`src/rtl/psum_drain_sched_pkg.sv`:
```
// Shared types and sizing helpers for the psum drain scheduler and its
// address counter chain.
package psum_drain_sched_pkg;

  typedef enum logic [1:0] {
    IDLE  = 2'd0,
    DRAIN = 2'd1,
    ZERO  = 2'd2,
    ADV   = 2'd3
  } state_t;

  function automatic int clog2_min1(input int v);
    return (v <= 1) ? 1 : $clog2(v);
  endfunction

  // Rows are drained two at a time; an odd row count leaves a single last pair.
  function automatic int pairs_of(input int rows);
    return (rows + 1) / 2;
  endfunction

  localparam int NUM_ROWS_DEF = 5;
  localparam int NUM_PAIRS    = pairs_of(NUM_ROWS_DEF);

endpackage

```
`src/rtl/ofm_addr_cnt.sv`:
```
// col -> pair -> tile_base -> oc counter chain for the psum drain, with
// end-of-tile and end-of-layer detection.
module ofm_addr_cnt
  import psum_drain_sched_pkg::*;
#(
  parameter int NUM_ROWS = NUM_ROWS_DEF,
  parameter int OFM_C    = 1,
  parameter int OFM_H    = 10,
  parameter int OFM_W    = 8,
  parameter int N_PAIRS  = NUM_PAIRS,
  parameter int C_W      = clog2_min1(OFM_C),
  parameter int H_W      = clog2_min1(OFM_H),
  parameter int W_W      = clog2_min1(OFM_W),
  parameter int P_W      = clog2_min1(N_PAIRS)
) (
  input  logic           clk,
  input  logic           rst,
  input  logic           step,
  input  logic           adv,
  output logic [W_W-1:0] col,
  output logic [P_W-1:0] pair,
  output logic [H_W:0]   tile_base,
  output logic [C_W-1:0] oc,
  output logic           tile_end,
  output logic           layer_end
);

  logic [W_W-1:0] col_reg;
  logic [P_W-1:0] pair_reg;
  logic [H_W:0]   tile_base_reg;
  logic [C_W-1:0] oc_reg;

  logic last_col;
  logic next_pair_ok;
  logic tile_wrap;
  logic last_oc;

  always_comb begin
    last_col     = (int'(col_reg) == OFM_W - 1);
    // The next pair exists and its first row still lands inside the OFM.
    next_pair_ok = (int'(pair_reg) + 1 < N_PAIRS) &&
                   (int'(tile_base_reg) + 2 * (int'(pair_reg) + 1) < OFM_H);
    tile_wrap    = (int'(tile_base_reg) + NUM_ROWS >= OFM_H);
    last_oc      = (int'(oc_reg) == OFM_C - 1);
  end

  assign tile_end  = last_col && !next_pair_ok;
  assign layer_end = tile_wrap && last_oc;

  always_ff @(posedge clk) begin
    if (rst) begin
      col_reg       <= '0;
      pair_reg      <= '0;
      tile_base_reg <= '0;
      oc_reg        <= '0;
    end else if (step) begin
      if (last_col) begin
        col_reg  <= '0;
        pair_reg <= next_pair_ok ? pair_reg + 1'b1 : '0;
      end else begin
        col_reg <= col_reg + 1'b1;
      end
    end else if (adv) begin
      if (tile_wrap) begin
        tile_base_reg <= '0;
        oc_reg        <= last_oc ? '0 : oc_reg + 1'b1;
      end else begin
        tile_base_reg <= tile_base_reg + (H_W + 1)'(NUM_ROWS);
      end
    end
  end

  assign col       = col_reg;
  assign pair      = pair_reg;
  assign tile_base = tile_base_reg;
  assign oc        = oc_reg;

endmodule

```
`src/rtl/psum_drain_sched.sv`:
```
// Drains the psum row buffers in row pairs onto two output write ports,
// tags each beat with its OFM address, and clears the buffers per tile.
module psum_drain_sched
  import psum_drain_sched_pkg::*;
#(
  parameter int DATA_WIDTH = 25,
  parameter int NUM_ROWS   = NUM_ROWS_DEF,
  parameter int OFM_C      = 1,
  parameter int OFM_H      = 10,
  parameter int OFM_W      = 8,
  parameter int C_W        = clog2_min1(OFM_C),
  parameter int H_W        = clog2_min1(OFM_H),
  parameter int W_W        = clog2_min1(OFM_W)
) (
  input  logic                           clk,
  input  logic                           rst,
  input  logic                           tile_start,
  input  logic [NUM_ROWS-1:0]            row_valid,
  input  logic [NUM_ROWS*DATA_WIDTH-1:0] row_data,
  input  logic                           port_ready,
  output logic [NUM_ROWS-1:0]            row_pop,
  output logic [NUM_ROWS-1:0]            p_write_zero,
  output logic [DATA_WIDTH-1:0]          out_port0,
  output logic [DATA_WIDTH-1:0]          out_port1,
  output logic                           port0_valid,
  output logic                           port1_valid,
  output logic [C_W-1:0]                 out_oc,
  output logic [H_W-1:0]                 out_oh,
  output logic [W_W-1:0]                 out_ow,
  output logic                           busy,
  output logic                           layer_done
);

  localparam int N_PAIRS  = pairs_of(NUM_ROWS);
  localparam int P_W      = clog2_min1(N_PAIRS);
  // Index wide enough for rb = NUM_ROWS on an odd last pair; array padded to a power of two.
  localparam int ROW_W    = clog2_min1(NUM_ROWS + 1);
  localparam int ROWS_PAD = 1 << ROW_W;

  state_t state_reg;
  state_t state_next;

  logic           issue;
  logic           zero_now;
  logic           adv;

  logic [W_W-1:0] col;
  logic [P_W-1:0] pair;
  logic [H_W:0]   tile_base;
  logic [C_W-1:0] oc;
  logic           tile_end;
  logic           layer_end;

  logic [DATA_WIDTH-1:0] row_word [ROWS_PAD];
  logic [ROWS_PAD-1:0]   row_valid_pad;
  logic [ROW_W-1:0]      ra;
  logic [ROW_W-1:0]      rb;
  logic                  usable_a;
  logic                  usable_b;
  logic                  pair_ready;

  logic [DATA_WIDTH-1:0] out_port0_reg;
  logic [DATA_WIDTH-1:0] out_port1_reg;
  logic                  port0_valid_reg;
  logic                  port1_valid_reg;
  logic [C_W-1:0]        out_oc_reg;
  logic [H_W-1:0]        out_oh_reg;
  logic [W_W-1:0]        out_ow_reg;
  logic [NUM_ROWS-1:0]   p_write_zero_reg;
  logic                  layer_done_reg;

  ofm_addr_cnt #(
    .NUM_ROWS (NUM_ROWS),
    .OFM_C    (OFM_C),
    .OFM_H    (OFM_H),
    .OFM_W    (OFM_W),
    .N_PAIRS  (N_PAIRS),
    .C_W      (C_W),
    .H_W      (H_W),
    .W_W      (W_W),
    .P_W      (P_W)
  ) u_addr_cnt (
    .clk       (clk),
    .rst       (rst),
    .step      (issue),
    .adv       (adv),
    .col       (col),
    .pair      (pair),
    .tile_base (tile_base),
    .oc        (oc),
    .tile_end  (tile_end),
    .layer_end (layer_end)
  );

  genvar gi;
  generate
    for (gi = 0; gi < ROWS_PAD; gi++) begin : g_word
      if (gi < NUM_ROWS) begin : g_live
        assign row_word[gi] = row_data[gi*DATA_WIDTH +: DATA_WIDTH];
      end else begin : g_pad
        assign row_word[gi] = '0;
      end
    end
  endgenerate

  assign row_valid_pad = ROWS_PAD'(row_valid);

  // Rows past the end of the OFM (or past NUM_ROWS) take no part in the issue.
  always_comb begin
    ra         = ROW_W'({pair, 1'b0});
    rb         = ra + 1'b1;
    usable_a   = (int'(ra) < NUM_ROWS) && (int'(tile_base) + int'(ra) < OFM_H);
    usable_b   = (int'(rb) < NUM_ROWS) && (int'(tile_base) + int'(rb) < OFM_H);
    pair_ready = (usable_a || usable_b) &&
                 (!usable_a || row_valid_pad[ra]) &&
                 (!usable_b || row_valid_pad[rb]);
  end

  always_ff @(posedge clk) begin
    if (rst) state_reg <= IDLE;
    else     state_reg <= state_next;
  end

  always_comb begin
    state_next = state_reg;
    case (state_reg)
      IDLE:    if (tile_start) state_next = DRAIN;
      DRAIN:   if (issue && tile_end) state_next = ZERO;
      ZERO:    state_next = ADV;
      ADV:     state_next = IDLE;
      default: state_next = IDLE;
    endcase
  end

  always_comb begin
    busy     = 1'b0;
    issue    = 1'b0;
    zero_now = 1'b0;
    adv      = 1'b0;
    case (state_reg)
      DRAIN: begin
        busy  = 1'b1;
        issue = !rst && port_ready && pair_ready;
      end
      ZERO: begin
        busy     = 1'b1;
        zero_now = 1'b1;
      end
      ADV: begin
        busy = 1'b1;
        adv  = 1'b1;
      end
      default: ;
    endcase
  end

  generate
    for (gi = 0; gi < NUM_ROWS; gi++) begin : g_pop
      assign row_pop[gi] = issue && ((usable_a && ra == ROW_W'(gi)) ||
                                     (usable_b && rb == ROW_W'(gi)));
    end
  endgenerate

  always_ff @(posedge clk) begin
    if (rst) begin
      out_port0_reg    <= '0;
      out_port1_reg    <= '0;
      port0_valid_reg  <= 1'b0;
      port1_valid_reg  <= 1'b0;
      out_oc_reg       <= '0;
      out_oh_reg       <= '0;
      out_ow_reg       <= '0;
      p_write_zero_reg <= '0;
      layer_done_reg   <= 1'b0;
    end else begin
      port0_valid_reg  <= issue;
      port1_valid_reg  <= issue && usable_b;
      p_write_zero_reg <= {NUM_ROWS{zero_now}};
      layer_done_reg   <= adv && layer_end;
      if (issue) begin
        out_port0_reg <= row_word[ra];
        out_port1_reg <= usable_b ? row_word[rb] : '0;
        out_oc_reg    <= oc;
        out_oh_reg    <= H_W'(tile_base + (H_W + 1)'(ra));
        out_ow_reg    <= col;
      end
    end
  end

  assign out_port0    = out_port0_reg;
  assign out_port1    = out_port1_reg;
  assign port0_valid  = port0_valid_reg;
  assign port1_valid  = port1_valid_reg;
  assign out_oc       = out_oc_reg;
  assign out_oh       = out_oh_reg;
  assign out_ow       = out_ow_reg;
  assign p_write_zero = p_write_zero_reg;
  assign layer_done   = layer_done_reg;

endmodule

```
`config.mk`:
```
export PLATFORM = sky130hd
export DESIGN_NAME = psum_drain_sched
export DESIGN_NICKNAME = d
export VERILOG_FILES = /design/src/rtl/psum_drain_sched_pkg.sv /design/src/rtl/ofm_addr_cnt.sv /design/src/rtl/psum_drain_sched.sv
export SDC_FILE = /design/constraint.sdc
export NUM_CORES = 1
export LEC_CHECK = 0
export ABC_AREA = 1
export CORE_MARGIN = 4
export CORE_UTILIZATION = 35
export CTS_CLUSTER_SIZE = 20
export DETAILED_ROUTE_END_ITERATION = 6
export HOLD_SLACK_MARGIN = 0.03
export PLACE_DENSITY = 0.72
export SETUP_SLACK_MARGIN = 0.3
export SYNTH_ARGS = -nofsm -noshare
export SYNTH_HDL_FRONTEND = slang
export SYNTH_SLANG_ARGS = --single-unit
export TNS_END_PERCENT = 100
```
`constraint.sdc`:
```
create_clock -name clk -period 4.15 [get_ports clk]
set_input_delay 0.83 -clock clk [delete_from_list [all_inputs] [get_ports clk]]
set_output_delay 0.83 -clock clk [all_outputs]
set_load 0.05 [all_outputs]
```
==> impl_metrics.tcl <==
set metrics [dict create \
    vias_per_cell 5.02 \
    hold_path_startpoint "out_port0[23]" \
    area_delta_synth_final_pct 61.2 \
    r2r-end "u_addr_cnt.tile_base[2]" \
    coreArea_um2 11000 \
    totalPowerFinal_uw 2030 \
    r2r.worst_path.cells 12 \
    syn_inst 559 \
    cts_root_buf "clkbuf_16" \
    start_util 0.363 \
    syn_area_per_cell_um2 7.12 \
    fin_ws_ns 0.452 \
    grt_max_degree 57 \
    max-vdd-ir-drop_mv 0.240 \
    firstDrtPassIters 7 \
    ctsHoldBuffers 0 \
    r2r_start "u_addr_cnt.tile_base[1]" \
    worstHoldPathType "flip-flop to flip-flop" \
    htreeDepth 3 \
    maxCapViolCount 0 \
    max_freq_mhz 270 \
    clk_latency_ns 0.33 \
    ys_warn_count 0 \
    hpwl_um 10400 \
    worst-setup-path-type "flip-flop to output port" \
    final-hold-violation-count 0 \
    ys_ff_latch 73 \
    cts_num_sinks 73 \
    grt.total_usage 0.214 \
    fill_cells 992 \
    final_common_cell "clkdlybuf4s50_1" \
    slew_violations 0 \
    tritoncts "yes" \
    min_period_ns 3.70 \
    synth_nets 714 \
    p_per_area_nw_per_um2 316 \
    diodes 0 \
    cts_buffer_depth 2 \
    grt_setup_unrepaired "true" \
    worst_pin_slew_ns 0.677 \
    crit_start "u_addr_cnt.tile_base[1]" \
    critPathMaxFanout 14 \
    path_common_cell "nand2_1" \
    max_stage_delay_ns 0.40 \
    worstSetupStartpointType "flip-flop" \
    setup_viol 0 \
    hold_end "out_port0[23]" \
    cts_buffers 9 \
    cp.required_ns 3.32 \
    clock_skew_ns 0.00825 \
    yosysSeqAreaShare 0.367 \
    outcome "finished clean" \
    first_global_vias 4617 \
    antenna_left 0 \
    finalNetCount 904 \
    drt-total-wl_um 14300 \
    final_util 0.585 \
    synth_cell_type_count 31 \
    path_cells "ha_1 -> fa_1 -> nand2_1 -> nand2_1 -> o21ai_2 -> nand2_1 -> nand2_1 -> nand3_4 -> inv_4 -> nand3_4 -> nor2_2 -> buf_12" \
    drtIter0Drc 293 \
    die_w_um 115 \
    pre_cts_ws_ns 0.471 \
    post_drt_wl_per_cell_um 16.0 \
    grt-ovfl-total 0 \
    arrival_ns 2.87 \
    rrSetupSlack_ns 0.98 \
    num_rows 38 \
    crit_slowest_cell "fa_1" \
    numPortBuffers 204 \
    clkSlewWorstSetupHoldPaths_ns 0.06 \
    antenna_found_initial 0 \
    num_io_pins 206 \
    final_cell_mix "199 x clkdlybuf4s50_1, 135 x nand2_1, 71 x dfxtp_1" \
    grt_pass1_wl_um 22200 \
    place_congestion 0.925 \
    drc 0 \
    slew_headroom 0.548 \
    drive_gt1_frac 0.0571 \
    hold_depth 2 \
    die_h_um 115 \
    cp-end-kind "output port" \
    vias 4483 \
    dieArea_um2 13100 \
    syn_area_um2 3980 \
    p_leak_uw 0.00245 \
    fin_crit_sh 0.891 \
]
==> per-stage QoR <==
| stage | TNS [ns] | std cells | area [µm²] | hold WS, ns |
|---|---|---|---|---|
| floorplan | -0.189 | 559 | 3990 | 0.456 |
| global placement | 0 | 874 | 6090 | 0.452 |
| detailed placement | 0 | 874 | 6090 | 0.457 |
| CTS | 0 | 891 | 6400 | 0.467 |
| global route | 0 | 893 | 6420 | 0.482 |
| finish | 0 | 893 | 6420 | 0.463 |
==> critical path, delay by kind of cell, from the launching register on <==
family	cells	cell delay (ns)
buf+inv	2	0.28
compound gates	1	0.29
fa+ha+maj	2	0.63
flops	1	0.37
simple gates	7	0.98
==> per-layer routing <==
metal | share of wire | wire, µm | global-route usage | up-vias
li1 | - | - | - | 2215
met1 | 0.41 | 5880 | 0.251 | 2019
met2 | 0.46 | 6520 | 0.356 | 228
met3 | 0.12 | 1660 | 0.0761 | 21
met4 | 0.019 | 277 | 0.0816 | 0
met5 | 0 | 0 | 0 | -
==> synthesized netlist by cell type (all sizes together) <==
library cell,count,area share
fa,3,0.015
o31ai,1,0.0019
xnor2,1,0.0022
nor3,3,0.0038
xor2,2,0.0044
buf,17,0.027
nand3,45,0.063
nor2,48,0.048
clkinv,2,0.0019
mux2i,25,0.063
conb,1,0.00094
nand4,2,0.0031
clkbuf,20,0.019
nand2,136,0.13
a22oi,1,0.0019
ha,18,0.057
inv,36,0.035
o21ai,82,0.10
a21oi,42,0.053
or2,1,0.0016
dfxtp,73,0.37
==> what timing repair did <==
item,in CTS,in global routing
gates cloned,2,0
endpoints found under the setup margin,2,2
resized for setup,2,1
setup buffers,0,2
pin swaps,1,0
==> how the worst max path moves through the flow <==
stage                      end  slack (ns)  cells after the start
floorplan           row_pop[0]       -0.09                     14
global placement    row_pop[3]        0.55                     10
detailed placement  row_pop[1]        0.47                     14
CTS                 row_pop[1]        0.34                     12
global route        row_pop[1]        0.27                     16
finish              row_pop[1]        0.45                     12
==> final cells by class <==
type                       instances  area [µm²]  area share
multi-input combinational        413        2220       0.346
timing repair buffer             214        2130       0.332
sequential                        73        1470       0.228
clock buffer                      10         229      0.0357
tap                              140         175      0.0273
inverter                          38         145      0.0226
clock inverter                     5        56.3     0.00877
==> cells by family after synthesis <==
group / after synthesis / synth area share
and+or+nand+nor: 235 / 0.248
buffers and inverters: 75 / 0.0826
AOI/OAI and AO/OA: 126 / 0.161
muxes: 25 / 0.0628
adders and majority gates: 21 / 0.0716
xor gates and xnor gates: 3 / 0.00660
other: 1 / 0.000942
DFF: 73 / 0.367
==> power breakdown <==
part	internal, µW	switching [µW]	leakage (µW)
sequential	731	33.8	0.000591
combinational	230	277	0.00172
clock	462	296	0.000139
(Power assumes the default switching activity.)
==> RTL edit, RTL diff (same flow settings) <==
Encoding of `state_t`: now one-hot (4 bits for 4 states).
--- a/src/rtl/psum_drain_sched_pkg.sv
+++ b/src/rtl/psum_drain_sched_pkg.sv
@@ -3,9 +3,9 @@
 package psum_drain_sched_pkg;
 
-  typedef enum logic [1:0] {
-    IDLE  = 2'd0,
-    DRAIN = 2'd1,
-    ZERO  = 2'd2,
-    ADV   = 2'd3
+  typedef enum logic [3:0] {
+    IDLE  = 4'b0001,
+    DRAIN = 4'b0010,
+    ZERO  = 4'b0100,
+    ADV   = 4'b1000
   } state_t;
 
Behaviour: no difference found for any inputs over 10 cycles, from zero or initial values and one cycle with rst high; not proved beyond that.
==> RTL edit against the unedited design <==
Sequential cell count grew 2. Die area grew 3.9%. Count of clock-buffer cells in the layout grew 4. Critical path type unchanged. Largest cell class unchanged. Setup slack gained 0.023 ns. Maximum frequency grew 0.63%. Global-route usage shrank 2.7 points. Routed wire length shrank 4.4%. Design area grew 1.3%. Final cell count shrank 3.6%. Area after synthesis grew 4.1%.
Power is not compared: it rests on default switching activity, and its combinational part moved more than twofold at a synthesized area within 25%.
==> RTL edit: results (changes against the unedited design) <==
[detailed_routing]
dr.pass1.iters=4  ; -3
wirelength_mm=13.70  ; -4.4%
viasPerCell=5.129  ; +2.2%
met1_length_mm=5.764  ; -1.9%
met2_length_mm=6.356  ; -2.5%
drt_iter0_drc=189  ; -35%

[grt]
use_met2=0.3148  ; -0.04109
grt_util_met3=0.06221  ; -0.01390
grt_usage=0.1869  ; -0.02683
grt_pass1_wl_mm=20.31  ; -8.4%
grt_max_degree=65  ; +14%

[setup_path]
worst-path-max-fanout=6  ; -8
slowest_delay_ns=0.46  ; +0.06 ns

[finish]
nets=865  ; -4.3%
seq_share=0.2312  ; +0.002738
signal_buffers=210  ; -1.9%
buf_share=0.3285  ; -0.003247
clock_area_frac=0.04192  ; -0.002513
num-multi-input-gates=384  ; -7.0%

[placement]
pre_cts_slack_ns=0.6869  ; +0.2163 ns
routabilityCongestion=0.8255  ; -11%
place_area_mm2=0.006232  ; +2.3%
place_hpwl_mm=10.20  ; -1.6%

[yosys]
synth.net_count=685  ; -4.1%
yosys.area_share.xor_xnor=0.002112  ; -0.004486
ys_seq_area_frac=0.3620  ; -0.004958
synthMuxAreaShare=0.06275  ; -0.00008871
synthTopCellsByArea=dfxtp_1, o21ai_0, mux2i_1
synth_common_cells=dfxtp_1, o21ai_0, nor2_1
yosys.area_share.adder=0.05671  ; -0.01492
synth_seq_cells=75  ; +2.7%
synth.distinct_cells=37  ; +19%

[die]
core_mm2=0.01152  ; +4.9%

[sta]
finClkSkew_ns=0.007720  ; -0.0005290 ns

[status]
status=complete, no violations

RTL edit: cell count changes after synthesis, moves of 4 or more:
cell     change
nand3_1      -6
o21ai_0      +4
o21ai_1     -17
buf_4        +4
nand2_2      +4
o21ai_2     +18
nand2_1     -88
ha_1         -4
nor3_1       +7
inv_1        -4
nor2_1      +18
a31oi_1     +26
RTL edit: worst paths after layout:
kind / to / slack (ns) / start / cells past startpoint
setup / recovery: row_pop[3] / 0.47 / u_addr_cnt.tile_base[1]$_SDFFE_PP0P_ / 12
hold / removal: p_write_zero[0]$_SDFF_PP0_ / 0.44 / state_reg[3]$_SDFFE_PP0P_ / 1
hold reg to reg: p_write_zero[0]$_SDFF_PP0_ / 0.44 / state_reg[3]$_SDFFE_PP0P_ / 1
setup reg to reg: out_port1[18]$_SDFFE_PP0P_ / 0.91 / u_addr_cnt.pair[0]$_SDFFE_PP0P_ / 12
RTL edit: critical path, delay by kind of cell, from the launching register on:
family | cells | cell delay [ns]
simple gates | 7 | 0.97
fa+ha+maj | 2 | 0.71
flops | 1 | 0.46
buf+inv | 3 | 0.39
RTL edit: timing repair:
item	4_1_cts	5_1_grt
resized for setup	0	1
endpoints found under the hold margin	0	0
endpoints found under the setup margin	0	4
RTL edit: per-stage QoR:
step           instances  hold WS, ns
2_1_floorplan        534       0.4215
3_3_place_gp         846       0.4319
3_5_place_dp         846       0.4370
4_1_cts              861       0.4450
5_1_grt              861       0.4829
6_report             861       0.4440
RTL edit: power by group through the flow:
stage	sequential, mW	clock, mW	combinational [mW]
5_1_grt	0.727	0.760	0.213
3_5_place_dp	0.743	0	0.199
3_3_place_gp	0.742	0	0.197
6_report	0.727	0.714	0.199
4_1_cts	0.727	0.735	0.200
2_1_floorplan	0.748	0	0.0530
